**src/rtl/trigger_match.sv**
```systemverilog
// ---------------------------------------------------------------------------
// trigger_match
//   Match engine for hardware triggers t0/t1. Keeps a private copy of each
//   trigger's mcontrol word, captured from the shared tdata1 one cycle after a
//   committed write. Compares fetch PC and load/store addresses against
//   tdata2_t0/tdata2_t1 and raises one registered request at a time.
//
// Ports
//   i_cpu_clk, i_cpu_rstn      clock, asynchronous active-low reset
//   i_tselect                  selected trigger (capture target and readback)
//   i_tdata1, i_tdata1_wr      shared tdata1 value and its write-commit pulse
//   i_tdata2_t0, i_tdata2_t1   per-trigger compare values
//   i_dbg_mode                 core in debug mode, blocks all matching
//   i_pc_valid, i_pc           instruction entering execute
//   i_ls_valid, i_ls_store,
//   i_ls_addr                  load/store access (i_ls_store=1 means store)
//   i_trig_ack                 request accepted by exception/debug control
//   o_mctrl_rd_data            selected trigger's control copy incl. hit bit
//   o_trig_req                 request pending
//   o_trig_action              0 = breakpoint exception, 1 = enter debug
//   o_trig_idx                 trigger reported
//   o_trig_addr                PC or address that matched
//   o_fsm_state                request FSM state (0 = IDLE, 1 = REQ)
//
// Handshake: o_trig_req rises together with stable idx/action/addr. They hold
// until a cycle in which i_trig_ack is high while the request is pending; the
// request drops in the following cycle. Ack outside a pending request is
// ignored, and hits arriving while a request is pending are dropped.
// ---------------------------------------------------------------------------
module trigger_match #(
  parameter int DATA_WIDTH = 32
) (
  input  logic                  i_cpu_clk,
  input  logic                  i_cpu_rstn,
  input  logic                  i_tselect,
  input  logic [DATA_WIDTH-1:0] i_tdata1,
  input  logic                  i_tdata1_wr,
  input  logic [DATA_WIDTH-1:0] i_tdata2_t0,
  input  logic [DATA_WIDTH-1:0] i_tdata2_t1,
  input  logic                  i_dbg_mode,
  input  logic                  i_pc_valid,
  input  logic [DATA_WIDTH-1:0] i_pc,
  input  logic                  i_ls_valid,
  input  logic                  i_ls_store,
  input  logic [DATA_WIDTH-1:0] i_ls_addr,
  input  logic                  i_trig_ack,
  output logic [DATA_WIDTH-1:0] o_mctrl_rd_data,
  output logic                  o_trig_req,
  output logic                  o_trig_action,
  output logic                  o_trig_idx,
  output logic [DATA_WIDTH-1:0] o_trig_addr,
  output logic                  o_fsm_state
);

  localparam logic [0:0] ST_IDLE = 1'b0;
  localparam logic [0:0] ST_REQ  = 1'b1;

  logic                  r_wr_q;
  logic [DATA_WIDTH-1:0] r_ctrl_t0, r_ctrl_t1;
  logic                  r_xhit0, r_xhit1, r_lhit0, r_lhit1;
  logic [DATA_WIDTH-1:0] r_s1_pc, r_s1_ls_addr;
  logic [0:0]            r_state;
  logic                  r_trig_req, r_trig_action, r_trig_idx;
  logic [DATA_WIDTH-1:0] r_trig_addr;

  // Unsigned compare selected by the mcontrol match field.
  function automatic logic f_cmp(input logic [3:0] match,
                                 input logic [DATA_WIDTH-1:0] tdata2,
                                 input logic [DATA_WIDTH-1:0] addr);
    case (match)
      4'd0:    f_cmp = (addr == tdata2);
      4'd2:    f_cmp = (addr >= tdata2);
      4'd3:    f_cmp = (addr <  tdata2);
      default: f_cmp = 1'b0;
    endcase
  endfunction

  // ---------------- stage 1: raw per-trigger hits ----------------
  logic w_en0, w_en1, w_xhit0, w_xhit1, w_lhit0, w_lhit1;

  assign w_en0 = (r_ctrl_t0[31:28] == 4'd2) & r_ctrl_t0[6] & ~i_dbg_mode;
  assign w_en1 = (r_ctrl_t1[31:28] == 4'd2) & r_ctrl_t1[6] & ~i_dbg_mode;

  assign w_xhit0 = w_en0 & r_ctrl_t0[2] & i_pc_valid &
                   f_cmp(r_ctrl_t0[10:7], i_tdata2_t0, i_pc);
  assign w_xhit1 = w_en1 & r_ctrl_t1[2] & i_pc_valid &
                   f_cmp(r_ctrl_t1[10:7], i_tdata2_t1, i_pc);
  assign w_lhit0 = w_en0 & i_ls_valid &
                   ((r_ctrl_t0[0] & ~i_ls_store) | (r_ctrl_t0[1] & i_ls_store)) &
                   f_cmp(r_ctrl_t0[10:7], i_tdata2_t0, i_ls_addr);
  assign w_lhit1 = w_en1 & i_ls_valid &
                   ((r_ctrl_t1[0] & ~i_ls_store) | (r_ctrl_t1[1] & i_ls_store)) &
                   f_cmp(r_ctrl_t1[10:7], i_tdata2_t1, i_ls_addr);

  always_ff @(posedge i_cpu_clk or negedge i_cpu_rstn) begin
    if (!i_cpu_rstn) begin
      r_wr_q       <= 1'b0;
      r_xhit0      <= 1'b0;
      r_xhit1      <= 1'b0;
      r_lhit0      <= 1'b0;
      r_lhit1      <= 1'b0;
      r_s1_pc      <= '0;
      r_s1_ls_addr <= '0;
    end else begin
      r_wr_q       <= i_tdata1_wr;
      r_xhit0      <= w_xhit0;
      r_xhit1      <= w_xhit1;
      r_lhit0      <= w_lhit0;
      r_lhit1      <= w_lhit1;
      r_s1_pc      <= i_pc;
      r_s1_ls_addr <= i_ls_addr;
    end
  end

  // ---------------- stage 2: chain, priority, single winner ----------------
  // With chain set the pair acts as one trigger reported as idx 1: it needs
  // both hits on the same source, and neither member fires on its own.
  logic                  w_chain, w_xfire, w_lfire, w_fire, w_idx, w_action;
  logic                  w_xidx, w_lidx, w_accept, w_set0, w_set1;
  logic [DATA_WIDTH-1:0] w_addr;

  assign w_chain  = r_ctrl_t0[11];
  assign w_xfire  = w_chain ? (r_xhit0 & r_xhit1) : (r_xhit0 | r_xhit1);
  assign w_lfire  = w_chain ? (r_lhit0 & r_lhit1) : (r_lhit0 | r_lhit1);
  assign w_xidx   = w_chain | ~r_xhit0;
  assign w_lidx   = w_chain | ~r_lhit0;
  assign w_fire   = w_xfire | w_lfire;
  assign w_idx    = w_xfire ? w_xidx : w_lidx;
  assign w_addr   = w_xfire ? r_s1_pc : r_s1_ls_addr;
  assign w_action = w_idx ? (r_ctrl_t1[15:12] == 4'd1) : (r_ctrl_t0[15:12] == 4'd1);
  assign w_accept = (r_state == ST_IDLE) & w_fire;
  assign w_set0   = w_accept & (~w_idx | w_chain);
  assign w_set1   = w_accept & w_idx;

  // Control copies: a pending capture overrides a hit-bit set in the same
  // cycle, so the written hit value is what software sees.
  always_ff @(posedge i_cpu_clk or negedge i_cpu_rstn) begin
    if (!i_cpu_rstn) begin
      r_ctrl_t0 <= '0;
      r_ctrl_t1 <= '0;
    end else begin
      if (r_wr_q && !i_tselect) r_ctrl_t0     <= i_tdata1;
      else if (w_set0)          r_ctrl_t0[20] <= 1'b1;
      if (r_wr_q && i_tselect)  r_ctrl_t1     <= i_tdata1;
      else if (w_set1)          r_ctrl_t1[20] <= 1'b1;
    end
  end

  always_ff @(posedge i_cpu_clk or negedge i_cpu_rstn) begin
    if (!i_cpu_rstn) begin
      r_state       <= ST_IDLE;
      r_trig_req    <= 1'b0;
      r_trig_action <= 1'b0;
      r_trig_idx    <= 1'b0;
      r_trig_addr   <= '0;
    end else begin
      case (r_state)
        ST_IDLE: begin
          if (w_fire) begin
            r_state       <= ST_REQ;
            r_trig_req    <= 1'b1;
            r_trig_idx    <= w_idx;
            r_trig_action <= w_action;
            r_trig_addr   <= w_addr;
          end
        end
        ST_REQ: begin
          if (i_trig_ack) begin
            r_state    <= ST_IDLE;
            r_trig_req <= 1'b0;
          end
        end
        default: r_state <= ST_IDLE;
      endcase
    end
  end

  assign o_mctrl_rd_data = i_tselect ? r_ctrl_t1 : r_ctrl_t0;
  assign o_trig_req      = r_trig_req;
  assign o_trig_action   = r_trig_action;
  assign o_trig_idx      = r_trig_idx;
  assign o_trig_addr     = r_trig_addr;
  assign o_fsm_state     = r_state;

endmodule

```
**config.mk**
```make
export PLATFORM = sky130hd
export DESIGN_NAME = trigger_match
export DESIGN_NICKNAME = d
export VERILOG_FILES = /design/src/rtl/trigger_match.sv
export SDC_FILE = /design/constraint.sdc
export NUM_CORES = 1
export LEC_CHECK = 0
export BUFFER_PORTS_ARGS = -buffer_cell sky130_fd_sc_hd__buf_4
export CORE_MARGIN = 2
export CORE_UTILIZATION = 40
export CTS_BUF_LIST = sky130_fd_sc_hd__clkbuf_4 sky130_fd_sc_hd__clkbuf_8 sky130_fd_sc_hd__clkbuf_16
export CTS_CLUSTER_SIZE = 25
export DETAILED_ROUTE_END_ITERATION = 10
export PLACE_DENSITY = 0.68
export SYNTH_ARGS = -nofsm -noshare
export SYNTH_HDL_FRONTEND = slang
export SYNTH_SLANG_ARGS = --single-unit
export TNS_END_PERCENT = 1
```
**constraint.sdc**
```tcl
create_clock -name i_cpu_clk -period 3.95 [get_ports i_cpu_clk]
set_input_delay 0.395 -clock i_cpu_clk [delete_from_list [all_inputs] [get_ports i_cpu_clk]]
set_output_delay 0.395 -clock i_cpu_clk [all_outputs]
set_load 0.005 [all_outputs]
```
==> impl_metrics.yaml, run 1 <==
timing:
  fin_hold_ws_ps: -9.259
  rsz0062_at_grt: "no"
  fmax_ghz: 0.4535
  fin_crit_sh_pct: 55.82
  setup_violations: 0
  period_minus_slack_ps: 2205
  hold_violations: 13
  maxSlewViolCount: 0
  skew_ps: 13.46
  tns_ps: 0
  tightest_slew_ps: 921.1
  slew_headroom_pct: 38.03
yosys:
  yosysWarningCount: 0
  syn-instance-count: 836
  avgSynthCellArea_um2: 11.27
  synth.area.top_cells: "dfrtp_1 (45%), ha_1 (17%), mux2_2 (11%), a21oi_1 (3.9%), mux2i_1 (3.5%)"
  synth_top_area_cell: "dfrtp_1"
  synth_ff_type: "dfrtp_1"
  synth_area_um2: 9424
  synth_edf_count: 0
  synth.distinct_cells: 44
  synth_top_area_share_pct: 44.88
  synthArstFlopShare_pct: 100.0
  synth_nets: 1133
  yosys_register_bits: 169
  yosysSeqAreaShare_pct: 44.88
status:
  violations: "hold timing"
  outcome: "finished, violations left"
route:
  drc_errors: 0
  vias_per_cell: 5.079
  routed_wirelength_um: 24820
  drt_first_pass_iters: 5
  wl_met2_um: 12230
  drtIter0Drc: 311
  wl_met3_um: 1064
  highest_layer: "met4"
  met1Wirelength_um: 10980
  ant_nets: 0
  detail_route.wl_per_cell_um: 17.64
  num_vias: 7146
min_path:
  hp-class: "input port to async pin"
grt:
  first_global_vias: 7354
  grt_max_degree: 81
  gr-total-overflow: 0
  track_usage_pct: 20.66
  antenna_found_initial: 0
  grt_pass1_wl_um: 39190
die:
  die_height_um: 157.5
  io_pins: 237
  dieArea_um2: 24800
  die-width_um: 157.5
  initial_core_util_pct: 40.39
  coreArea_um2: 23330
  rows: 56
clocking:
  cts_num_sinks: 169
  insertion_delay_ps: 430
  htreeDepth: 4
  cts_buffers: 17
  hold_buffers: 0
  ctsResizeCount: 0
  cts_setup_buffers: 0
  cts-root-buf: "clkbuf_16"
  cts_tree: "done"
  cts_buffer_depth: 2
  clkTransAtPathRegs_ps: 70
final_layout:
  n_antenna_cell: 0
  fin_nets: 1372
  layout_commonest_cell: "buf_4"
  drive_gt1_share_pct: 36.58
  area_growth_pct: 28.77
  most-common-layout-cells: "buf_4 (239), dfrtp_1 (169), ha_1 (128)"
worst_setup_path:
  worst_ep_required_time_ps: 4270
  setup.worst_path.end_class: "register"
  path_max_fanout: 3
  rrSetupSlack_ps: 1960
  worstSetupPathType: "input port to register"
  critPathArrivalTime_ps: 2520
  cp-start-kind: "input port"
power:
  leakagePower_nw: 5.883
  power_density_nw_per_um2: 363.6
  ir_drop_mv: 0.1893
placement:
  finalWeightedCongestion: 0.9062
  numPortBuffers: 236
  dp_hpwl_um: 19750
job:
  cap_violations: 0
## report_power, final
part / leakage, nW / total, mW / internal, mW / switching [mW]
Clock: 0.273 / 1.61 / 0.848 / 0.759
Combinational: 3.54 / 0.859 / 0.460 / 0.399
Sequential: 2.07 / 1.95 / 1.87 / 0.0782
## path summary, 6_finish.rpt
path | startpoint | end | cells after the start
max in group asynchronous | i_cpu_rstn | r_s1_pc[7] | 2
min in group i_cpu_clk | i_tdata1_wr | r_wr_q | 1
hold reg to reg | r_ctrl_t1[5] | r_ctrl_t1[5] | 1
setup reg to reg | r_ctrl_t0[11] | o_trig_addr[31] | 6
setup / recovery | i_tdata2_t1[27] | r_xhit1 | 9
hold / removal | i_cpu_rstn | r_ctrl_t0[16] | 1
## final cells by class
| cell class | count | area, um^2 |
|---|---|---|
| fillers | 2116 | 11200 |
| multi-input cells | 576 | 4833 |
| flip-flops and latches | 169 | 4229 |
| repair buffers | 242 | 1846 |
| clock buffers | 18 | 439.2 |
| well taps | 319 | 399.1 |
| inverters | 69 | 259.0 |
| clock inverters | 14 | 130.1 |
## per-layer routing
metal  GRT usage [%]  vias up
met3           3.717       31
met4           7.013        0
met2           35.12      170
li1                -     3508
met5               0        -
met1           26.54     3437
## cell usage after synthesis (all sizes together) (6+ instances only)
master and n:
ha 128, a21o 7, nor3 7, o21ai 20
mux2i 33, nand4 33, nor2 50, a21oi 95
mux2 94, nand2 33, nor2b 6, nor4 9
dfrtp 169, buf 17, nand3 21, inv 69
## registers in the layout, indices dropped and copies added, names as in the netlist
register and count:
r_wr_q 1, r_s1_ls_addr 32, o_fsm_state 1, r_xhit1 1
o_trig_req 1, o_trig_idx 1, r_ctrl_t1 32, r_lhit0 1
r_s1_pc 32, o_trig_action 1, o_trig_addr 32, r_xhit0 1
r_ctrl_t0 32, r_lhit1 1
## critical path, cell delays in order
cell	delay [ps]
buf_4	80
inv_1	50
ha_1	320
nand4_1	220
nor4_1	840
o311ai_1	240
nand4_1	160
xnor2_1	120
o21ai_1	80
## cells by family (layout without fill, tap and decap cells)
group / count (synthesis) / in the layout / synth area share (%)
xor+xnor: 3 / 3 / 0.2789
mux: 127 / 127 / 14.74
flops: 169 / 169 / 44.88
buf+inv: 91 / 343 / 4.023
simple gates: 168 / 168 / 8.935
fa+ha+maj: 128 / 128 / 16.99
compound gates: 150 / 150 / 10.16
## per-stage QoR
| stage | std cells | setup slack [ps] | total power [mW] | util, % | area [um^2] |
|---|---|---|---|---|---|
| 2_1_floorplan | 836 | 1983 | 2.400 | - | 9424 |
| 5_1_grt | 1407 | 1612 | 4.651 | 52.01 | 12140 |
| 6_report | 1407 | 1745 | 4.412 | 52.01 | 12140 |
| 3_5_place_dp | 1375 | 1329 | 2.840 | 49.57 | 11570 |
| 4_1_cts | 1407 | 1769 | 4.461 | 52.01 | 12140 |
| 3_3_place_gp | 1375 | 1471 | 2.825 | 49.57 | 11570 |
(Power assumes the default switching activity.)
==> run 2, diff against run 1 <==
==> constraint.sdc (replaced) <==
create_clock -name i_cpu_clk -period 2.2 [get_ports i_cpu_clk]
set_input_delay 0.22 -clock i_cpu_clk [delete_from_list [all_inputs] [get_ports i_cpu_clk]]
set_output_delay 0.22 -clock i_cpu_clk [all_outputs]
set_load 0.005 [all_outputs]
==> run 2 against run 1 <==
The flow now finishes without violations; combinational power increased by 93%; worst setup slack got worse by 1700 ps; first-iteration DRC count increased by 0.64%; total power increased by 85%; die area unchanged; sequential share of layout area decreased by 2.4 points; highest routed layer unchanged.
==> impl_metrics.yaml, run 2 (synthesized netlist as in run 1, its figures left out) <==
status:
  outcome: "finished, final reports clean"
grt:
  gr-total-overflow: 0
  first_global_vias: 7704
  track_usage_pct: 20.77
  grt_pass1_wl_um: 39760
  antenna_found_initial: 0
  grt_max_degree: 81
job:
  cap_violations: 0
power:
  leakagePower_nw: 6.243
  p_clk_share_pct: 36.9
  seq_power_share_pct: 42.8
  p_sw_mw: 2.090
  pwr-share-comb_pct: 20.3
  swShare_pct: 25.57
  internal-power_mw: 6.084
  ir_drop_mv: 0.3858
  power_density_nw_per_um2: 627.3
final_layout:
  fillers: 2032
  final_cell_area_um2: 13030
  most-common-layout-cells: "buf_4 (247), dfrtp_1 (169), ha_1 (126)"
  multi_input_area_um2: 4911
  ff_latch_area_um2: 4229
  n_antenna_cell: 0
  final_util_pct: 55.85
  layout_commonest_cell: "buf_4"
  finalNonFillerCells: 1485
  drive_gt1_share_pct: 36.02
  area_growth_pct: 38.26
  fin_nets: 1450
clocking:
  cts_buffer_depth: 2
  clkTransAtPathRegs_ps: 60
  cts_setup_buffers: 0
  insertion_delay_ps: 430
  htreeDepth: 4
  cts_buffers: 17
  cts-root-buf: "clkbuf_16"
  cts_tree: "done"
  cts_num_sinks: 169
worst_setup_path:
  slowest_stage: "dlygate4sd3_1"
  critPathArrivalTime_ps: 2510
  worstSetupPathType: "input port to register"
  r2r-start: "r_ctrl_t0[30]"
  cp_top_family: "compound AO/OA/AOI/OAI gates"
  path_buf_inv: 2
  path_max_fanout: 3
  worst_ep_required_time_ps: 2540
  cp_slowest_stage_delay_ps: 540
  setup.worst_path.end_class: "register"
  cp-start-kind: "input port"
  regToRegEndpoint: "r_xhit0"
  reg2reg_depth: 7
  rrSetupSlack_ps: 170
  worstPathCellList: "dlygate4sd3_1, buf_4, ha_1, a21oi_1, a21oi_2, a2111oi_4, nor2_1, or3_1, a31oi_1"
placement:
  numPortBuffers: 236
  dp_hpwl_um: 19990
  finalWeightedCongestion: 0.8891
  dp.cells: 1386
  placed_cell_area_um2: 11670
die:
  coreArea_um2: 23330
  die_height_um: 157.5
  initial_core_util_pct: 40.39
  die-width_um: 157.5
  rows: 56
  io_pins: 237
  dieArea_um2: 24800
timing:
  rsz0062_at_grt: "yes"
  slew_headroom_pct: 60.51
  tns_ps: 0
  fin_hold_ws_ps: 24.13
  setup_violations: 0
  skew_ps: 9.296
  period_minus_slack_ps: 2175
  fmax_ghz: 0.4598
  fin_crit_sh_pct: 98.85
  maxSlewViolCount: 0
  hold_violations: 0
  tightest_slew_ps: 592.3
route:
  drtIter0Drc: 313
  drc_errors: 0
  num_vias: 7369
  ant_nets: 0
  drt_first_pass_iters: 4
  vias_per_cell: 4.962
  routed_wirelength_um: 25290
  detail_route.wl_per_cell_um: 17.03
min_path:
  holdPathEnd: "r_ctrl_t0[7]"
  min_from: "i_tdata1[7]"
  min_path_cells: 3
  hp-class: "input port to register"
-- run 2: final cells by class --
type | count | area share, %
Multi-Input combinational cell | 576 | 37.69
Inverter | 69 | 1.988
Timing Repair Buffer | 320 | 20.17
Sequential cell | 169 | 32.46
Clock buffer | 23 | 3.755
Clock inverter | 9 | 0.8834
Tap cell | 319 | 3.063
-- run 2: repair_timing --
| item | CTS | global route |
|---|---|---|
| hold endpoints to repair | 98 | 0 |
| gates resized for setup | 0 | 13 |
| hold buffers | 67 | 0 |
| setup endpoints to repair | 0 | 4 |
-- run 2: metal layers --
metal / share of wire, % / vias up / GRT usage [%]
li1: - / 3653 / -
met1: 45 / 3528 / 26.92
met5: 0 / - / 0
met3: 3.7 / 34 / 3.855
met2: 49 / 154 / 35.27
met4: 1.9 / 0 / 6.407
-- run 2: power by group through the flow --
stage / Sequential, mW / Combinational [mW] / Clock, mW
CTS: 3.50 / 1.66 / 3.09
finish: 3.50 / 1.66 / 3.01
global placement: 3.54 / 1.53 / 0
floorplan: 3.51 / 0.799 / 0
detailed placement: 3.55 / 1.56 / 0
global route: 3.53 / 1.85 / 3.21
-- run 2: stage by stage --
step	power [mW]	worst slack [ps]
after detailed placement	5.113	-133.7
final	8.173	25.25
after CTS	8.244	2.417
after global placement	5.076	-111.9
after global routing	8.590	-31.10
after floorplan	4.310	408.5
-- run 2: how the worst max path moves through the flow --
stage              end  slack [ps]             from  cells after the start
2_1_floorplan  r_lhit0         410  i_tdata2_t0[19]                      8
3_3_place_gp   r_xhit1        -110  i_tdata2_t1[27]                     10
3_5_place_dp   r_xhit1        -130  i_tdata2_t1[27]                     10
4_1_cts        r_lhit1           2     i_ls_addr[4]                     10
5_1_grt        r_lhit0         -30    i_ls_addr[17]                     10
6_report       r_lhit0          30    i_ls_addr[19]                      9
-- run 2: worst register-to-register path, stage by stage, from the launching register on --
cell and delay (ps):
dfrtp_1 400, nor4_1 290, o21ai_1 140, nor4_1 400, nand3_1 230, nor4_1 270, nand3_1 120, o31ai_1 90
==> run 3, diff against run 2 <==
--- a/config.mk
+++ b/config.mk
@@ -12,6 +12,7 @@
 export CTS_CLUSTER_SIZE = 25
 export DETAILED_ROUTE_END_ITERATION = 10
 export PLACE_DENSITY = 0.68
+export REMOVE_ABC_BUFFERS = 1
 export SYNTH_ARGS = -nofsm -noshare
 export SYNTH_HDL_FRONTEND = slang
 export SYNTH_SLANG_ARGS = --single-unit
==> run 3 against run 2 <==
Sequential share of layout area hardly changed; routed wire length increased by 1.8%; flip-flop and latch count unchanged; largest power group unchanged; critical path type unchanged; via count grew 0.46%; global-route usage increased by 0.17 points; worst setup slack improved by 26 ps; non-clock buffer count grew 4; clock power fell by 4%; core utilization about the same.
==> impl_metrics.yaml, run 3 (synthesized netlist as in run 1, its figures left out) <==
clocking:
  clkTransAtPathRegs_ps: 60
  cts_buffers: 17
  cts_tree: "done"
  cts_buffer_depth: 2
  insertion_delay_ps: 420
  htreeDepth: 4
  cts-root-buf: "clkbuf_16"
  cts_num_sinks: 169
final_layout:
  drive_gt1_share_pct: 36.18
  layout_commonest_cell: "buf_4"
  area_growth_pct: 38.28
  final_cell_area_um2: 13030
  fin_nets: 1454
  fillers: 2020
  ff_latch_area_um2: 4229
  most-common-layout-cells: "buf_4 (251), dfrtp_1 (169), ha_1 (126)"
  final_util_pct: 55.85
  multi_input_area_um2: 4911
  n_antenna_cell: 0
grt:
  gr-total-overflow: 0
  grt_pass1_wl_um: 39750
  grt_max_degree: 51
  track_usage_pct: 20.94
  first_global_vias: 7465
  antenna_found_initial: 0
die:
  coreArea_um2: 23330
  dieArea_um2: 24800
  initial_core_util_pct: 40.39
  die_height_um: 157.5
  rows: 56
  die-width_um: 157.5
  io_pins: 237
job:
  cap_violations: 0
status:
  outcome: "finished, final reports clean"
power:
  power_density_nw_per_um2: 619.2
  ir_drop_mv: 0.4398
  leakagePower_nw: 6.253
route:
  vias_per_cell: 4.975
  ant_nets: 0
  routed_wirelength_um: 25740
  drtIter0Drc: 322
  num_vias: 7403
  drt_first_pass_iters: 4
  drc_errors: 0
  detail_route.wl_per_cell_um: 17.30
worst_setup_path:
  setup.worst_path.end_class: "register"
  critPathArrivalTime_ps: 2480
  path_max_fanout: 3
  cp-start-kind: "input port"
  worstSetupPathType: "input port to register"
  worst_ep_required_time_ps: 2530
placement:
  finalWeightedCongestion: 0.8641
  numPortBuffers: 236
  placed_cell_area_um2: 11710
  dp_hpwl_um: 20070
timing:
  setup_violations: 0
  tns_ps: 0
  fmax_ghz: 0.4655
  slew_headroom_pct: 61.44
  skew_ps: 9.798
  maxSlewViolCount: 0
  tightest_slew_ps: 573.2
  rsz0062_at_grt: "yes"
  fin_crit_sh_pct: 97.65
  hold_violations: 0
  period_minus_slack_ps: 2148
min_path:
  hp-class: "input port to register"
run 3: layout make-up:
class	count	area share, %
sequential	169	32.45
timing repair buffer	324	20.46
multi-input combinational	576	37.69
clock inverter	9	0.7009
clock buffer	22	3.649
tap	319	3.063
inverter	69	1.988
run 3: metal layers:
layer,part of all wire [%],routed length (um),global-route usage [%],up-vias
met2,49,12500,34.81,153
met5,0,0,0,-
met4,1.8,473,6.364,0
li1,-,-,-,3653
met3,3.9,994,3.524,30
met1,46,11770,28.00,3567
run 3: timing repair:
action,4_1_cts,5_1_grt
setup buffers,0,2
gates resized for setup,0,11
setup endpoints to repair,0,3
endpoints found under the hold margin,112,0
hold buffers,67,0
run 3: power breakdown:
part           switching (mW)  total, mW  internal, mW
combinational           0.739       1.67         0.928
clock                    1.24       2.90          1.66
sequential              0.145       3.50          3.36
run 3: per-stage QoR:
stage	setup slack, ps	cells	power [mW]	hold WS (ps)
6_report	51.62	1488	8.069	18.61
3_5_place_dp	-133.2	1388	5.113	210.9
2_1_floorplan	-3174	814	4.298	-75.59
5_1_grt	-9.937	1488	8.487	17.87
3_3_place_gp	-174.4	1388	5.080	209.9
4_1_cts	10.74	1486	8.136	0.1623
run 3: critical path, stage by stage:
cell and delay [ps]:
dlygate4sd3_1 530, buf_4 140, ha_1 260, and2_1 160
a221o_1 340, a21oi_2 210, nand4_1 110, or3_1 310
a31oi_1 190
run 3: worst paths after layout:
check	cells past startpoint	to	slack (ps)	startpoint
worst max-delay path	9	r_lhit0	50	i_ls_addr[26]
worst min-delay path	3	r_ctrl_t0[7]	20	i_tdata1[7]
worst max register to register	7	r_xhit0	220	r_ctrl_t0[28]
worst min register to register	1	r_ctrl_t1[18]	500	r_ctrl_t1[18]
max in group asynchronous	3	r_ctrl_t1[27]	1150	i_cpu_rstn
min in group asynchronous	2	r_ctrl_t1[15]	330	i_cpu_rstn
